$ cat config.mk
export PLATFORM = sky130hd
export DESIGN_NAME = jk_bank_arb
export DESIGN_NICKNAME = d
export VERILOG_FILES = /design/src/rtl/jk_bank_pkg.sv /design/src/rtl/jk_cell.sv /design/src/rtl/jk_bank_arb.sv
export SDC_FILE = /design/constraint.sdc
export NUM_CORES = 1
export LEC_CHECK = 0
export ABC_AREA = 1
export BUFFER_PORTS_ARGS = -buffer_cell sky130_fd_sc_hd__clkbuf_2
export CAP_MARGIN = 20
export CORE_MARGIN = 4
export CORE_UTILIZATION = 52
export DETAILED_ROUTE_END_ITERATION = 12
export MAX_ROUTING_LAYER = met4
export PLACE_DENSITY = 0.87
export SYNTH_ARGS = -nofsm -noshare
export SYNTH_HDL_FRONTEND = slang
export SYNTH_HIERARCHICAL = 1
export SYNTH_SLANG_ARGS = --single-unit
$ cat constraint.sdc
create_clock -name clk -period 2.7 [get_ports clk]
set_clock_uncertainty 0.2 [all_clocks]
set_input_delay 0.27 -clock clk [delete_from_list [all_inputs] [get_ports clk]]
set_output_delay 0.27 -clock clk [all_outputs]
set_load 0.05 [all_outputs]
$ cat src/rtl/jk_bank_pkg.sv
// jk_bank_pkg: op encodings, FSM state type and default bank width shared by the JK bank arbiter.
package jk_bank_pkg;
  localparam int DEFAULT_WIDTH = 8;
  localparam logic [1:0] HOLD = 2'b00;
  localparam logic [1:0] CLR  = 2'b01;
  localparam logic [1:0] SET  = 2'b10;
  localparam logic [1:0] TGL  = 2'b11;
  typedef enum logic [1:0] {IDLE, EXEC, DONE} state_t;
endpackage

$ cat src/rtl/jk_cell.sv
// jk_cell: one JK storage bit with asynchronous active-low reset to 0.
module jk_cell (
  input  logic clk,
  input  logic rst,
  input  logic j_i,
  input  logic k_i,
  output logic q_o
);
  logic q_q, q_d;
  assign q_d = j_i ? (k_i ? ~q_q : 1'b1) : (k_i ? 1'b0 : q_q);
  always_ff @(posedge clk or negedge rst)
    if (!rst) q_q <= 1'b0;
    else q_q <= q_d;
  assign q_o = q_q;
endmodule

$ cat src/rtl/jk_bank_arb.sv
// jk_bank_arb: two-requester arbiter driving a bank of JK bits through an IDLE/EXEC/DONE handshake.
// Define JK_BANK_ARB_FIXED_PRI_EN to give A fixed priority instead of round-robin.
module jk_bank_arb
  import jk_bank_pkg::*;
#(
  parameter int WIDTH = DEFAULT_WIDTH
) (
  input  logic             clk,
  input  logic             rst,
  input  logic             req_a,
  input  logic             req_b,
  input  logic [1:0]       op_a,
  input  logic [1:0]       op_b,
  input  logic [WIDTH-1:0] mask_a,
  input  logic [WIDTH-1:0] mask_b,
  output logic             gnt_a,
  output logic             gnt_b,
  output logic             done,
  output logic             done_id,
  output logic             busy,
  output logic [WIDTH-1:0] q,
  output logic [WIDTH-1:0] qb
);
  state_t state_q, state_d;
  logic [1:0] op_q, op_d;
  logic [WIDTH-1:0] mask_q, mask_d;
  logic id_q, id_d;
  logic start, exec, win_b;
  assign start = (state_q == IDLE) && (req_a || req_b);
  assign exec  = state_q == EXEC;
`ifdef JK_BANK_ARB_FIXED_PRI_EN
  assign win_b = req_b && !req_a;
`else
  logic last_q, last_d;
  // last_q=1 means B was granted last, so A wins the next tie
  assign win_b  = req_b && (!req_a || !last_q);
  assign last_d = start ? win_b : last_q;
  always_ff @(posedge clk or negedge rst)
    if (!rst) last_q <= 1'b1;
    else last_q <= last_d;
`endif
  always_comb begin
    state_d = start ? EXEC : exec ? DONE : IDLE;
    op_d    = start ? (win_b ? op_b : op_a) : op_q;
    mask_d  = start ? (win_b ? mask_b : mask_a) : mask_q;
    id_d    = start ? win_b : id_q;
  end
  always_ff @(posedge clk or negedge rst)
    if (!rst) begin
      state_q <= IDLE;
      op_q    <= HOLD;
      mask_q  <= '0;
      id_q    <= 1'b0;
    end else begin
      state_q <= state_d;
      op_q    <= op_d;
      mask_q  <= mask_d;
      id_q    <= id_d;
    end
  assign gnt_a   = exec && !id_q;
  assign gnt_b   = exec && id_q;
  assign done    = state_q == DONE;
  assign done_id = done && id_q;
  assign busy    = state_q != IDLE;
  assign qb      = ~q;
  for (genvar i = 0; i < WIDTH; i++) begin : g_cell
    jk_cell u_cell (
      .clk (clk),
      .rst (rst),
      .j_i (exec && mask_q[i] && op_q[1]),
      .k_i (exec && mask_q[i] && op_q[0]),
      .q_o (q[i])
    );
  end
endmodule

==> run_results.csv, run 1 <==
group,metric,value,unit
floorplan,die_area,3300,um2
worst_hold_path,holdPathEnd,"mask_q[5]",
global_routing,grt_max_degree,23,
layout,num_antenna_cells,0,
worst_hold_path,hold_class,"input pin to register",
global_routing,grt_pass1_vias,966,
timing,hold_viol_final,0,
worst_hold_path,min_from,"mask_a[5]",
timing,max_freq,532,MHz
place,port_buffers,44,
floorplan,die_y,57.4,um
synth,syn_area,1270,um2
power,swShare,57.8,%
synth,ys.warnings.count,6,
clock_tree,clk_path_buf_depth,2,
detailed_routing,vias_per_cell,4.44,
synth,seq_area_frac_synth,43.4,%
timing,finalSetupViolations,0,
status,status,"finished clean",
worst_hold_path,holdPathStages,5,
clock_tree,clk_pin_slew,0.12,ns
power,seqPwrFrac,31.2,%
clock_tree,clock-sinks,22,
synth,synth_top_area_share,41.4,%
clock_tree,cts_tree,"built",
power,clockPowerShare,8.0,%
detailed_routing,route.detailed.drc,0,
synth,async_reset_ff_share,100,%
floorplan,die_w,57.4,um
setup_path,r2r_end,"mask_q[0]",
detailed_routing,drt_pass1_iterations,4,
floorplan,rows,17,
place,gp_congestion,0.772,
synth,synth_area_leaders,"dfrtp_1, nand2_1, inv_1, nand3_1, nor3_1",
power,comb_power_share,60.9,%
clock_tree,cts_buffers,3,
detailed_routing,drt-initial-drc-count,37,
timing,relSlewSlack,64.8,%
synth,synth_edf_count,0,
timing,tns,0,ns
timing,period_share,69.6,%
detailed_routing,vias,1163,
layout,drive_gt1_share,23.1,%
synth,ys.flop_type,"dfrtp_1",
power,leakagePower,0.949,nW
clock_tree,clk_latency,0.31,ns
power,power_density,1280,nW/um2
clock_tree,htreeDepth,1,
detailed_routing,ant_nets,0,
global_routing,overflow,0,
timing,finalCriticalPeriod,1.88,ns
synth,ys_types,14,
detailed_routing,drt_wl_total,2410,um
synth,yosys-top-cells-count,"nand2_1, inv_1, dfrtp_1",
setup_path,reg2reg_setup_slack,1.08,ns
power,finalPower,1.95,mW
power,irDropWorstVdd,0.777,mV
clock_tree,cts_root_buf,"clkbuf_4",
global_routing,met1_usage,22.6,%
setup_path,cp-start-kind,"register",
floorplan,initial_core_util,55.8,%
run,maxCapViolations,0,
setup_path,critPathRequiredTime,2.23,ns
setup_path,crit_type,"register to output port",
timing,slew_viol_final,0,
synth,syn-instance-count,190,
global_routing,top_usage_layer,"met2",
power,p_int,0.823,mW
setup_path,end_kind,"output port",
global_routing,grtUsageTotal,16.6,%
synth,synth_area_per_cell,6.68,um2
setup_path,worstReg2RegStart,"last_q",
timing,worst_slew_pin_slew,0.527,ns
power,power.switching,1.13,mW
global_routing,antenna_found_initial,0,
synth,yosys.cell_count.top_type,"nand2_1",
layout,nets,259,
detailed_routing,post_drt_wl_per_cell,9.19,um
global_routing,grt_pass1_wl,4200,um
setup_path,worstRegToRegCells,5,
global_routing,grtUsageMet3,2.26,%
synth,synth_seq_cells,22,
timing,rsz0062_at_grt,"false",
setup_path,arrival,1.41,ns
layout,syn_to_final_growth,19.5,%
floorplan,pin_count,45,
synth,synth_largest_area_cell,"dfrtp_1",
global_routing,met2_usage,23.5,%
synth,synthesis.nets,214,
place,hpwl,1890,um
floorplan,core_area,2280,um2
setup_path,cp_max_fo,19,
[repair_timing]
item / CTS / global route
gates resized for setup: 0 / 0
hold buffers: 1 / 0
endpoints found under the hold margin: 21 / 0
setup buffers: 0 / 0
[placed cells by master, fill, tap and decap left out, drive strengths merged]
| cell type | instances |
|---|---|
| dfstp | 1 |
| dfrtp | 21 |
| dlygate4sd3 | 1 |
| nand4 | 1 |
| o21ai | 1 |
| nand3 | 20 |
| nand2 | 60 |
| nor3 | 17 |
| inv | 59 |
| nor2 | 5 |
| clkbuf | 48 |
[per-stage QoR]
stage	area, um2	std cells	util (%)	setup slack [ns]	hold WS, ns
after floorplan	1270	190	-	0.721	-0.226
after global placement	1480	257	65.1	1.16	0.0698
after detailed placement	1480	257	65.1	1.12	0.0728
after CTS	1520	262	66.7	0.806	0.0421
after global routing	1520	262	66.7	0.694	0.0554
final	1520	262	66.7	0.820	0.0495
[layer usage]
metal  part of all wire [%]  routed length, um  up-vias
met5                      0                  0        -
met3                    6.6                160        4
met2                     43               1030       48
li1                       -                  -      640
met4                    1.8                 44        0
met1                     49               1170      471
[worst max path at each step]
stage,startpoint,endpoint,depth (start not counted)
3_3_place_gp,state_q[1],gnt_a,4
3_5_place_dp,last_q,mask_q[0],5
6_report,state_q[1],gnt_a,4
5_1_grt,state_q[1],gnt_a,4
2_1_floorplan,state_q[0],done_id,1
4_1_cts,state_q[1],gnt_a,4
[flip-flops by register name (all words and copies together), names as in the netlist]
register / flops
mask_q: 8
last_q: 1
op_q: 2
state_q: 2
g_cell.u_cell/q_o: 8
id_q: 1
[critical path: stages, from the launching register on]
cell	delay (ns)
dfrtp_1	0.39
inv_2	0.10
nand2_2	0.19
nor2_1	0.14
clkbuf_2	0.29
[cell type report]
class / instances / area [um2]
repair buffers: 45 / 230
flip-flops and latches: 22 / 552
clock buffers: 4 / 26.3
well taps: 28 / 35.0
inverters: 59 / 221
multi-input cells: 104 / 453
fillers: 191 / 758
[kinds of logic after synthesis]
family / share of synthesized area (%)
flops: 43.4
compound gates: 0.394
buf+inv: 20.9
simple gates: 35.3
[power groups by stage]
stage	clock [mW]	sequential, mW	combinational, mW
after floorplan	0	0.796	0.803
after global placement	0	0.607	1.17
after detailed placement	0	0.616	1.19
after CTS	0.159	0.609	1.19
after global routing	0.171	0.632	1.31
final	0.155	0.607	1.19
Note: power is estimated with default switching activity, not from simulation.
==> run 2, diff against run 1 <==
--- a/config.mk
+++ b/config.mk
@@ -9,10 +9,10 @@
 export BUFFER_PORTS_ARGS = -buffer_cell sky130_fd_sc_hd__clkbuf_2
 export CAP_MARGIN = 20
 export CORE_MARGIN = 4
-export CORE_UTILIZATION = 52
+export CORE_UTILIZATION = 44
 export DETAILED_ROUTE_END_ITERATION = 12
 export MAX_ROUTING_LAYER = met4
-export PLACE_DENSITY = 0.87
+export PLACE_DENSITY = 0.79
 export SYNTH_ARGS = -nofsm -noshare
 export SYNTH_HDL_FRONTEND = slang
 export SYNTH_HIERARCHICAL = 1
==> constraint.sdc (replaced) <==
create_clock -name clk -period 1.7 [get_ports clk]
set_clock_uncertainty 0.2 [all_clocks]
set_input_delay 0.17 -clock clk [delete_from_list [all_inputs] [get_ports clk]]
set_output_delay 0.17 -clock clk [all_outputs]
set_load 0.05 [all_outputs]
==> run_results.csv, run 2 (synthesis gave the netlist of run 1 again) <==
group,metric,value,unit
status,status,"finished clean",
detailed_routing,drt_wl_total,2590,um
power,leakagePower,1.03,nW
clock_tree,clk_pin_slew,0.11,ns
floorplan,rows,19,
detailed_routing,drt_pass1_iterations,5,
power,swShare,56.9,%
setup_path,worstRegToRegCells,6,
clock_tree,htreeDepth,1,
power,p_int,1.36,mW
floorplan,die_w,61.7,um
timing,rsz0062_at_grt,"false",
place,gp_congestion,0.813,
place,placed_cell_area,1510,um2
detailed_routing,vias_per_cell,4.38,
global_routing,grt_max_degree,23,
power,irDropWorstVdd,1.26,mV
global_routing,overflow,0,
place,hpwl,1850,um
power,clockPowerShare,7.6,%
timing,max_freq,620,MHz
detailed_routing,vias,1239,
setup_path,crit_chain,"inv_2, nand2_2, nor2_1, clkbuf_2",
power,power_density,1850,nW/um2
layout,num_antenna_cells,0,
global_routing,antenna_found_initial,0,
layout,final_core_util,61.7,%
setup_path,crit_path_max_incr_delay,0.39,ns
setup_path,crit_slowest_cell,"dfrtp_1",
power,power.switching,1.79,mW
clock_tree,cts_tree,"built",
clock_tree,cts_root_buf,"clkbuf_4",
timing,finalCriticalPeriod,1.61,ns
timing,relSlewSlack,65.8,%
run,maxCapViolations,0,
setup_path,critPathRequiredTime,1.33,ns
place,port_buffers,44,
setup_path,cp_max_fo,5,
power,seqPwrFrac,30.8,%
setup_path,crit_buf_inv,2,
power,comb_power_share,61.6,%
clock_tree,cts_buffers,3,
detailed_routing,drt-initial-drc-count,44,
floorplan,pin_count,45,
timing,slew_viol_final,0,
layout,final_area,1700,um2
layout,final_cell_mix,"nand2_1, inv_1, clkbuf_2",
floorplan,core_area,2760,um2
detailed_routing,ant_nets,0,
detailed_routing,route.detailed.drc,0,
global_routing,grt_pass1_wl,4570,um
floorplan,die_y,61.7,um
clock_tree,clk_latency,0.30,ns
layout,syn_to_final_growth,34.0,%
floorplan,die_area,3810,um2
global_routing,grt_pass1_vias,1106,
global_routing,grtUsageTotal,16.4,%
timing,hold_viol_final,0,
clock_tree,clock-sinks,22,
setup_path,critical_path.top_delay_family,"flip-flops",
setup_path,crit_type,"register to output port",
timing,period_share,94.8,%
setup_path,path_depth,4,
layout,nets,277,
timing,finalSetupViolations,0,
floorplan,initial_core_util,46.1,%
layout,drive_gt1_share,22.6,%
layout,layout_commonest_cell,"nand2_1",
setup_path,arrival,1.24,ns
setup_path,cp-start-kind,"register",
clock_tree,clk_path_buf_depth,2,
detailed_routing,post_drt_wl_per_cell,9.15,um
worst_hold_path,hold_class,"input pin to register",
worst_hold_path,holdPathStages,5,
timing,worst_slew_pin_slew,0.513,ns
setup_path,end_kind,"output port",
==> run 2: cell type report <==
cell class / count / area [um2]
inverters: 59 / 221
repair buffers: 63 / 405
fillers: 242 / 1060
multi-input cells: 104 / 458
well taps: 31 / 38.8
clock buffers: 4 / 26.3
flip-flops and latches: 22 / 552
==> run 2: worst reg2reg max path: stages, from the launching register on <==
cell and delay [ns]:
dfrtp_1 0.44, inv_2 0.08, nand2_2 0.07, nor2_4 0.24, inv_2 0.15, nand2_1 0.10, nand2_1 0.05
==> run 2: final timing paths <==
check / startpoint / endpoint / slack (ns)
min in group asynchronous: rst / g_cell[7].u_cell/q_o / 0.18
min: mask_b[1] / mask_q[1] / 0.006
max: state_q[1] / gnt_b / 0.09
max in group asynchronous: rst / last_q / 0.76
min reg2reg: last_q / last_q / 0.27
max reg2reg: state_q[0] / mask_q[2] / 0.28
==> run 2: power by group through the flow <==
| stage | clock network [mW] | registers [mW] | logic [mW] |
|---|---|---|---|
| floorplan | 0 | 1.27 | 1.28 |
| global placement | 0 | 0.981 | 1.88 |
| detailed placement | 0 | 0.980 | 1.91 |
| CTS | 0.245 | 0.969 | 1.95 |
| global route | 0.274 | 1.00 | 2.15 |
| finish | 0.237 | 0.968 | 1.94 |
==> run 2: layer usage <==
metal / up-vias / GRT usage (%) / wire, um
li1: 677 / - / -
met5: - / - / 0
met1: 519 / 20.0 / 1150
met4: 0 / 6.36 / 26
met2: 41 / 27.7 / 1260
met3: 2 / 1.86 / 153
==> run 2: metrics by stage <==
step	instances	hold slack (ns)	setup slack [ns]	power, mW	TNS [ns]
after floorplan	190	-0.326	-0.0307	2.55	-0.0614
after global placement	262	-0.0317	0.324	2.86	0
after detailed placement	262	-0.0315	0.289	2.89	0
after CTS	283	0.00106	0.0706	3.16	0
after global routing	283	0.0267	0.000551	3.43	0
final	283	0.00558	0.0882	3.14	0
==> run 2: timing repair <==
action                     CTS  global route
setup endpoints to repair    0             1
gates resized for setup      0             1
hold endpoints to repair    32             0
hold buffers                17             0
buffers inserted             0             0
